## src/rtl/imm_gen_pkg.sv

```systemverilog
// rtl/imm_gen_pkg.sv - immediate format encoding and RV opcode constants
package imm_gen_pkg;

  typedef enum logic [2:0] {
    FMT_NONE  = 3'd0,
    FMT_I     = 3'd1,
    FMT_S     = 3'd2,
    FMT_B     = 3'd3,
    FMT_U     = 3'd4,
    FMT_J     = 3'd5,
    FMT_SHAMT = 3'd6
  } imm_fmt_e;

  localparam logic [6:0] OPC_LOAD   = 7'b0000011;
  localparam logic [6:0] OPC_OPIMM  = 7'b0010011;
  localparam logic [6:0] OPC_JALR   = 7'b1100111;
  localparam logic [6:0] OPC_STORE  = 7'b0100011;
  localparam logic [6:0] OPC_BRANCH = 7'b1100011;
  localparam logic [6:0] OPC_LUI    = 7'b0110111;
  localparam logic [6:0] OPC_AUIPC  = 7'b0010111;
  localparam logic [6:0] OPC_JAL    = 7'b1101111;

endpackage

```

## src/rtl/imm_gen_buf_extract.sv

```systemverilog
// rtl/imm_gen_buf_extract.sv - combinational RV32I/RV64I immediate decode
module imm_extract
  import imm_gen_pkg::*;
#(
  parameter int XLEN = 32
) (
  input  logic [31:0]     instr,
  output logic [XLEN-1:0] imm,
  output logic [2:0]      fmt
);

  logic [6:0]         opcode;
  logic [2:0]         funct3;
  logic signed [31:0] imm32;
  imm_fmt_e           fmt_sel;

  assign opcode = instr[6:0];
  assign funct3 = instr[14:12];

  // Every format fits in 32 signed bits; the size cast below sign-extends to XLEN.
  always_comb begin
    imm32   = '0;
    fmt_sel = FMT_NONE;
    case (opcode)
      OPC_LOAD, OPC_JALR: begin
        imm32   = {{20{instr[31]}}, instr[31:20]};
        fmt_sel = FMT_I;
      end
      OPC_OPIMM: begin
        if (funct3 == 3'b001 || funct3 == 3'b101) begin
          imm32   = (XLEN == 64) ? {26'b0, instr[25:20]} : {27'b0, instr[24:20]};
          fmt_sel = FMT_SHAMT;
        end else begin
          imm32   = {{20{instr[31]}}, instr[31:20]};
          fmt_sel = FMT_I;
        end
      end
      OPC_STORE: begin
        imm32   = {{20{instr[31]}}, instr[31:25], instr[11:7]};
        fmt_sel = FMT_S;
      end
      OPC_BRANCH: begin
        imm32   = {{19{instr[31]}}, instr[31], instr[7], instr[30:25], instr[11:8], 1'b0};
        fmt_sel = FMT_B;
      end
      OPC_LUI, OPC_AUIPC: begin
        imm32   = {instr[31:12], 12'b0};
        fmt_sel = FMT_U;
      end
      OPC_JAL: begin
        imm32   = {{11{instr[31]}}, instr[31], instr[19:12], instr[20], instr[30:21], 1'b0};
        fmt_sel = FMT_J;
      end
      default: begin
        imm32   = '0;
        fmt_sel = FMT_NONE;
      end
    endcase
  end

  assign imm = XLEN'(imm32);
  assign fmt = fmt_sel;

endmodule

```

## src/rtl/imm_gen_buf.sv

```systemverilog
// rtl/imm_gen_buf.sv - immediate generator feeding a DEPTH-entry FIFO
// Optional IMM_GEN_ILLEGAL_EN adds a per-entry unknown-opcode flag on out_illegal.
module imm_gen_buf
  import imm_gen_pkg::*;
#(
  parameter int XLEN  = 32,
  parameter int DEPTH = 2,
  parameter int TAG_W = 32
) (
  input  logic             clk,
  input  logic             rst_n,
  input  logic             in_valid,
  output logic             in_ready,
  input  logic [31:0]      instr,
  input  logic [TAG_W-1:0] in_tag,
  output logic             out_valid,
  input  logic             out_ready,
  output logic [XLEN-1:0]  imm_val,
  output logic [2:0]       imm_fmt,
  output logic [TAG_W-1:0] out_tag
`ifdef IMM_GEN_ILLEGAL_EN
  ,
  output logic             out_illegal
`endif
);

  localparam int PTR_W = (DEPTH > 1) ? $clog2(DEPTH) : 1;
  localparam int CNT_W = $clog2(DEPTH + 1);

  typedef struct packed {
    logic [XLEN-1:0]  imm;
    logic [2:0]       fmt;
    logic [TAG_W-1:0] tag;
`ifdef IMM_GEN_ILLEGAL_EN
    logic             illegal;
`endif
  } imm_entry_t;

  logic [XLEN-1:0] dec_imm;
  logic [2:0]      dec_fmt;
  imm_entry_t      new_entry;
  imm_entry_t      head;
  imm_entry_t      mem [DEPTH];
  logic [PTR_W-1:0] wr_ptr, rd_ptr;
  logic [CNT_W-1:0] count;
  logic             push, pop;

  imm_extract #(.XLEN(XLEN)) u_extract (
    .instr (instr),
    .imm   (dec_imm),
    .fmt   (dec_fmt)
  );

  always_comb begin
    new_entry     = '0;
    new_entry.imm = dec_imm;
    new_entry.fmt = dec_fmt;
    new_entry.tag = in_tag;
`ifdef IMM_GEN_ILLEGAL_EN
    new_entry.illegal = (dec_fmt == FMT_NONE);
`endif
  end

  // in_ready depends only on count, so out_ready never reaches it combinationally.
  assign in_ready  = (count != CNT_W'(DEPTH));
  assign out_valid = (count != '0);
  assign push      = in_valid && in_ready;
  assign pop       = out_valid && out_ready;

  always_ff @(posedge clk or negedge rst_n) begin
    if (!rst_n) begin
      wr_ptr <= '0;
      rd_ptr <= '0;
      count  <= '0;
      for (int i = 0; i < DEPTH; i++) mem[i] <= '0;
    end else begin
      if (push) begin
        mem[wr_ptr] <= new_entry;
        wr_ptr      <= (wr_ptr == PTR_W'(DEPTH - 1)) ? '0 : wr_ptr + PTR_W'(1);
      end
      if (pop) begin
        rd_ptr <= (rd_ptr == PTR_W'(DEPTH - 1)) ? '0 : rd_ptr + PTR_W'(1);
      end
      if (push && !pop)      count <= count + CNT_W'(1);
      else if (pop && !push) count <= count - CNT_W'(1);
    end
  end

  assign head    = mem[rd_ptr];
  assign imm_val = head.imm;
  assign imm_fmt = head.fmt;
  assign out_tag = head.tag;
`ifdef IMM_GEN_ILLEGAL_EN
  assign out_illegal = head.illegal;
`endif

endmodule
```

## config.mk

```make
export PLATFORM = sky130hd
export DESIGN_NAME = imm_gen_buf
export DESIGN_NICKNAME = d
export VERILOG_FILES = /design/src/rtl/imm_gen_pkg.sv /design/src/rtl/imm_gen_buf_extract.sv /design/src/rtl/imm_gen_buf.sv
export SDC_FILE = /design/constraint.sdc
export NUM_CORES = 1
export LEC_CHECK = 0
export CORE_ASPECT_RATIO = 1.75
export CORE_MARGIN = 5
export CORE_UTILIZATION = 55
export DETAILED_ROUTE_END_ITERATION = 16
export PLACE_DENSITY = 0.83
export SLEW_MARGIN = 20
export SYNTH_ARGS = -nofsm -noshare
export SYNTH_HDL_FRONTEND = slang
export SYNTH_HIERARCHICAL = 1
export SYNTH_SLANG_ARGS = --single-unit
```

## constraint.sdc

```tcl
create_clock -name clk -period 2.9 [get_ports clk]
set_input_delay 0.435 -clock clk [delete_from_list [all_inputs] [get_ports clk]]
set_output_delay 0.435 -clock clk [all_outputs]
set_load 0.01 [all_outputs]
```

==> results of run 1 <==
[how the worst max path moves through the flow]
| stage | startpoint | end | slack, ns | depth (start not counted) |
|---|---|---|---|---|
| 6_report | rd_ptr | out_tag[9] | 0.35 | 3 |
| 2_1_floorplan | rd_ptr | imm_val[0] | 1.20 | 4 |
| 4_1_cts | rd_ptr | out_tag[9] | 0.30 | 3 |
| 3_5_place_dp | instr[3] | mem[34] | 0.59 | 6 |
| 3_3_place_gp | instr[3] | mem[102] | 0.62 | 6 |
| 5_1_grt | rd_ptr | out_tag[21] | 0.27 | 3 |
[routing by layer]
metal	track usage [%]	wire length [um]	vias to the layer above
met5	0	0	-
met4	9.37	513	0
met2	39.7	8440	111
met3	4.69	583	34
li1	-	-	1871
met1	24.0	5720	2140
[worst max-delay path, delay by kind of cell (launching register included)]
kind     cells  cell delay, ns
mux          1            0.42
flops        1            0.35
buf+inv      2            0.93
[registers in the layout (all words and copies together) (netlist names)]
| register | count |
|---|---|
| mem | 134 |
| count | 2 |
| rd_ptr | 1 |
| wr_ptr | 1 |
[where the power goes]
part | switching (W) | internal (W)
clock | 0.000848 | 0.00144
combinational | 0.00136 | 0.00215
sequential | 0.000320 | 0.00253
[layout by cell type, fill, tap and decap left out, types with 2 or more instances in the layout]
cell / count
a21o_1: 20
clkdlybuf4s50_1: 135
nand3_2: 2
xor2_1: 3
mux2_4: 60
o21ai_0: 4
inv_6: 4
clkinv_2: 3
clkinvlp_4: 2
and2_1: 7
inv_1: 4
nand2_1: 4
dfrtp_1: 137
and3b_4: 2
bufinv_16: 4
a22o_1: 4
xnor2_1: 2
nor2_1: 4
buf_12: 2
mux2_2: 141
buf_4: 7
clkbuf_16: 17
[cell type report]
class,count,area [um^2]
Sequential cell,138,3450
Fill cell,796,3230
Multi-Input combinational cell,274,3090
Timing Repair Buffer,145,1460
Clock buffer,17,425
Tap cell,165,206
Clock inverter,14,194
Inverter,4,15.0
[cells by family after synthesis]
family                     Yosys count  share of synthesized area (%)
AOI/OAI and AO/OA                   36                           4.48
xor gates and xnor gates             5                          0.642
and+or+nand+nor                     31                           3.39
DFF                                138                           50.6
adders and majority gates            1                          0.183
muxes                              201                           36.5
buffers and inverters               30                           4.17
[stage by stage]
step                      cells  utilization, %  area [um^2]  setup slack, ns  hold slack, ns
final                       757            73.2         8840            0.346         -0.0127
after global routing        757            73.2         8840            0.272          0.0578
after CTS                   757            73.2         8840            0.297          0.0260
after detailed placement    726            68.1         8220            0.588           0.465
after global placement      726            68.1         8220            0.620           0.459
after floorplan             442               -         6820             1.20           0.139
[Yosys cell counts, drive strengths merged, types with 2 or more instances]
| cell type | count | area, um^2 |
|---|---|---|
| mux2 | 201 | 2490 |
| dfrtp | 138 | 3450 |
| buf | 24 | 262 |
| a21o | 20 | 150 |
| and2 | 8 | 52.6 |
| a22o | 4 | 35.0 |
| inv | 4 | 15.0 |
| nand2 | 4 | 15.0 |
| nor2 | 4 | 15.0 |
| o21ai | 4 | 20.0 |
| nand3 | 3 | 25.0 |
| xor2 | 3 | 26.3 |
| a31oi | 2 | 27.5 |
| and3 | 2 | 17.5 |
| and3b | 2 | 21.3 |
| clkbuf | 2 | 7.51 |
| nand4 | 2 | 27.5 |
| o21bai | 2 | 26.3 |
| xnor2 | 2 | 17.5 |
==> impl_metrics.ini, run 1 <==
[routing]
drtPass1Iterations = 4
via_per_inst = 5.49
final_antenna_net_count = 0
routed_wirelength_um = 15300
wl_per_cell_um = 20.1
first_iter_violations = 121
num_vias = 4156
drcViolationCount = 0

[timing]
fmax_ghz = 0.391
skew_ns = 0.00767
final_hold_viol_count = 2
slew_headroom_pct = 59.5
rsz0062_at_grt = no
tns_ns = 0
period_needed_ns = 2.55
holdWs_ns = -0.0127
setup_viol = 0
finalCritPeriodShare_pct = 88.1
tightest_slew_ns = 0.607
maxSlewViolCount = 0

[worst_setup_path]
crit_arrival_ns = 2.12
crit_chain = buf_4 -> mux2_2 -> clkdlybuf4s50_1
r2r_end = mem[133]
crit_type = reg2out
slowest_stage = clkdlybuf4s50_1
cp_max_fo = 36
max_stage_delay_ns = 0.49
r2r-start = count[0]
endpoint_kind = output pin
reg2reg_depth = 4
cp.required_ns = 2.47
start_kind = flop
r2r_slack_ns = 1.11

[worst_hold_path]
hold_path_class = in2async

[cells_and_area]
drive_above_1_share_pct = 43.6
num_antenna_cells = 0
nets = 649
syn2layout_area_growth_pct = 29.6

[power]
irDropWorstVdd_v = 0.000454
p_total_w = 0.00864
p_leak_nw = 4.12
powerDensity_mw_per_mm2 = 978

[global_routing]
grt_max_degree = 68
grt_first_pass_wirelength_um = 25000
antenna_found_initial = 0
overflow = 0
track_usage_pct = 21.8
grt_pass1_vias = 4843

[synthesis]
synthCells = 442
async_flop_share_pct = 100
ys_seq_area_share_pct = 50.6
yosys_warnings = 6
ys_ff_latch = 138
synth_edf_count = 0
synth_cell_types = 43
avgSynthCellArea_um2 = 15.4
syn_nets = 511
synth_area_mm2 = 0.00682
synthFlopType = dfrtp_1

[placed_design]
gp_congestion = 0.848
port_buffers = 136
dp_hpwl_um = 10600

[clock_network]
cts.hold.buffers_added = 0
cts.sinks = 138
htree_levels = 4
cts_resized = 0
tritoncts = done
clkSlewWorstSetupHoldPaths_ns = 0.06
clockBufferDepth = 2
root_buffer = clkbuf_16
cts_setup_buffers = 0
cts-buffers-inserted = 17
clk_latency_ns = 0.41

[job]
cap_violations = 0

[die]
die_w_um = 94.2
chipHeight_um = 157
row_count = 53
start_util_pct = 56.5
core_area_mm2 = 0.0121
dieArea_mm2 = 0.0148
ios = 137

[run_status]
violations = negative hold slack
status = finished with violations
Power figures use the tool's default switching activity.
==> inputs of run 2 (changes only) <==
- CORE_MARGIN: 5 -> 2
==> run 2 against run 1 <==
Largest cell class unchanged. Cell count is 0.26% higher. Non-clock buffer count is 2 higher. Critical path type unchanged. Sequential cell count stayed put. Wire length is 3.5% lower. The flow now finishes without violations. Total power is 2.1% lower. Via count is 0.51% higher. Hold slack better by 0.057 ns. Register-to-register slack worse by 0.07 ns. Critical endpoint is now imm_val[0]. Die area is 9.9% lower.
==> impl_metrics.ini, run 2 (synthesized netlist as in run 1, its figures left out) <==
[cells_and_area]
top_register = mem
layout_commonest_cell = mux2_2
nets = 651
reg.largest.list = mem (134), count (2)
num_antenna_cells = 0
syn2layout_area_growth_pct = 29.6
drive_above_1_share_pct = 43.8
largest_register_ffs = 134
layout_common_cells = mux2_2, dfrtp_1, clkdlybuf4s50_1

[clock_network]
cts-buffers-inserted = 17
htree_levels = 4
cts.hold.buffers_added = 0
root_buffer = clkbuf_16
clockBufferDepth = 2
cts.sinks = 138
tritoncts = done
cts_resized = 0
clkSlewWorstSetupHoldPaths_ns = 0.06
clk_latency_ns = 0.40
cts_setup_buffers = 0

[power]
irDropWorstVdd_v = 0.000475
p_leak_nw = 4.12
powerDensity_mw_per_mm2 = 958
p_total_w = 0.00846

[timing]
tns_ns = 0
final_hold_viol_count = 0
slew_headroom_pct = 51.7
rsz0062_at_grt = no
setup_viol = 0
tightest_slew_ns = 0.725
skew_ns = 0.00880
maxSlewViolCount = 0
fmax_ghz = 0.375
finalCritPeriodShare_pct = 92.1
period_needed_ns = 2.67

[die]
chipHeight_um = 151
ios = 137
core_area_mm2 = 0.0121
start_util_pct = 56.5
die_w_um = 88.2
row_count = 53
dieArea_mm2 = 0.0133

[run_status]
status = completed

[routing]
final_antenna_net_count = 0
drtPass1Iterations = 5
via_per_inst = 5.50
first_iter_violations = 130
routed_wirelength_um = 14700
num_vias = 4177
drcViolationCount = 0
wl_per_cell_um = 19.4

[global_routing]
antenna_found_initial = 0
grt_max_degree = 79
overflow = 0
grt_first_pass_wirelength_um = 23600
grt_pass1_vias = 4714
track_usage_pct = 23.2

[placed_design]
port_buffers = 136
gp_congestion = 0.813
dp_hpwl_um = 10000

[worst_setup_path]
cp_max_fo = 36
max_stage_delay_ns = 0.64
crit_type = reg2out
crit_arrival_ns = 2.23
cp.required_ns = 2.47
start_kind = flop
slowest_stage = dfrtp_2
endpoint_kind = output pin
crit_chain = buf_12 -> mux2_2 -> clkdlybuf4s50_1

[worst_hold_path]
hold_path_class = in2async

[job]
cap_violations = 0
## run 2: worst paths after layout
check | start | end | slack, ns | depth (start not counted)
min in group clk | mem[30] | mem[30] | 0.50 | 1
max | rd_ptr | imm_val[0] | 0.23 | 3
min | rst_n | mem[117] | 0.04 | 1
min reg2reg | mem[30] | mem[30] | 0.50 | 1
max reg2reg | count[0] | mem[61] | 1.04 | 4
max in group asynchronous | rst_n | rd_ptr | 1.95 | 2
## run 2: power breakdown
part / internal (W) / switching (W)
combinational: 0.00219 / 0.00130
sequential: 0.00253 / 0.000357
clock: 0.00130 / 0.000790
total: 0.00602 / 0.00244
## run 2: final cells by class
class | count | area [um^2]
Timing Repair Buffer | 147 | 1500
Sequential cell | 138 | 3450
Multi-Input combinational cell | 274 | 3090
Clock inverter | 12 | 125
Tap cell | 165 | 206
Fill cell | 839 | 3230
Inverter | 4 | 15.0
Clock buffer | 19 | 453
## run 2: worst max-delay path: cells and delay by family (launching register included)
kind / cells / cell delay [ns]
mux: 1 / 0.37
buf+inv: 2 / 0.81
flops: 1 / 0.64
## run 2: per-layer routing
layer  GRT usage, %  up-vias  part of all wire [%]
li1               -     1875                     -
met1           25.4     2175                    39
met2           42.7      108                    56
met3           5.12       19                   3.5
met4           8.56        0                   1.7
met5              0        -                     0
## run 2: through the flow
stage / cells / cell area [um^2] / utilization [%] / setup WS, ns / hold WS [ns]
after floorplan: 442 / 6820 / - / 1.20 / 0.139
after global placement: 728 / 8260 / 68.4 / 0.611 / 0.473
after detailed placement: 728 / 8260 / 68.4 / 0.557 / 0.490
after CTS: 759 / 8830 / 73.2 / 0.180 / 0.0779
after global routing: 759 / 8830 / 73.2 / 0.142 / 0.107
final: 759 / 8830 / 73.2 / 0.231 / 0.0443
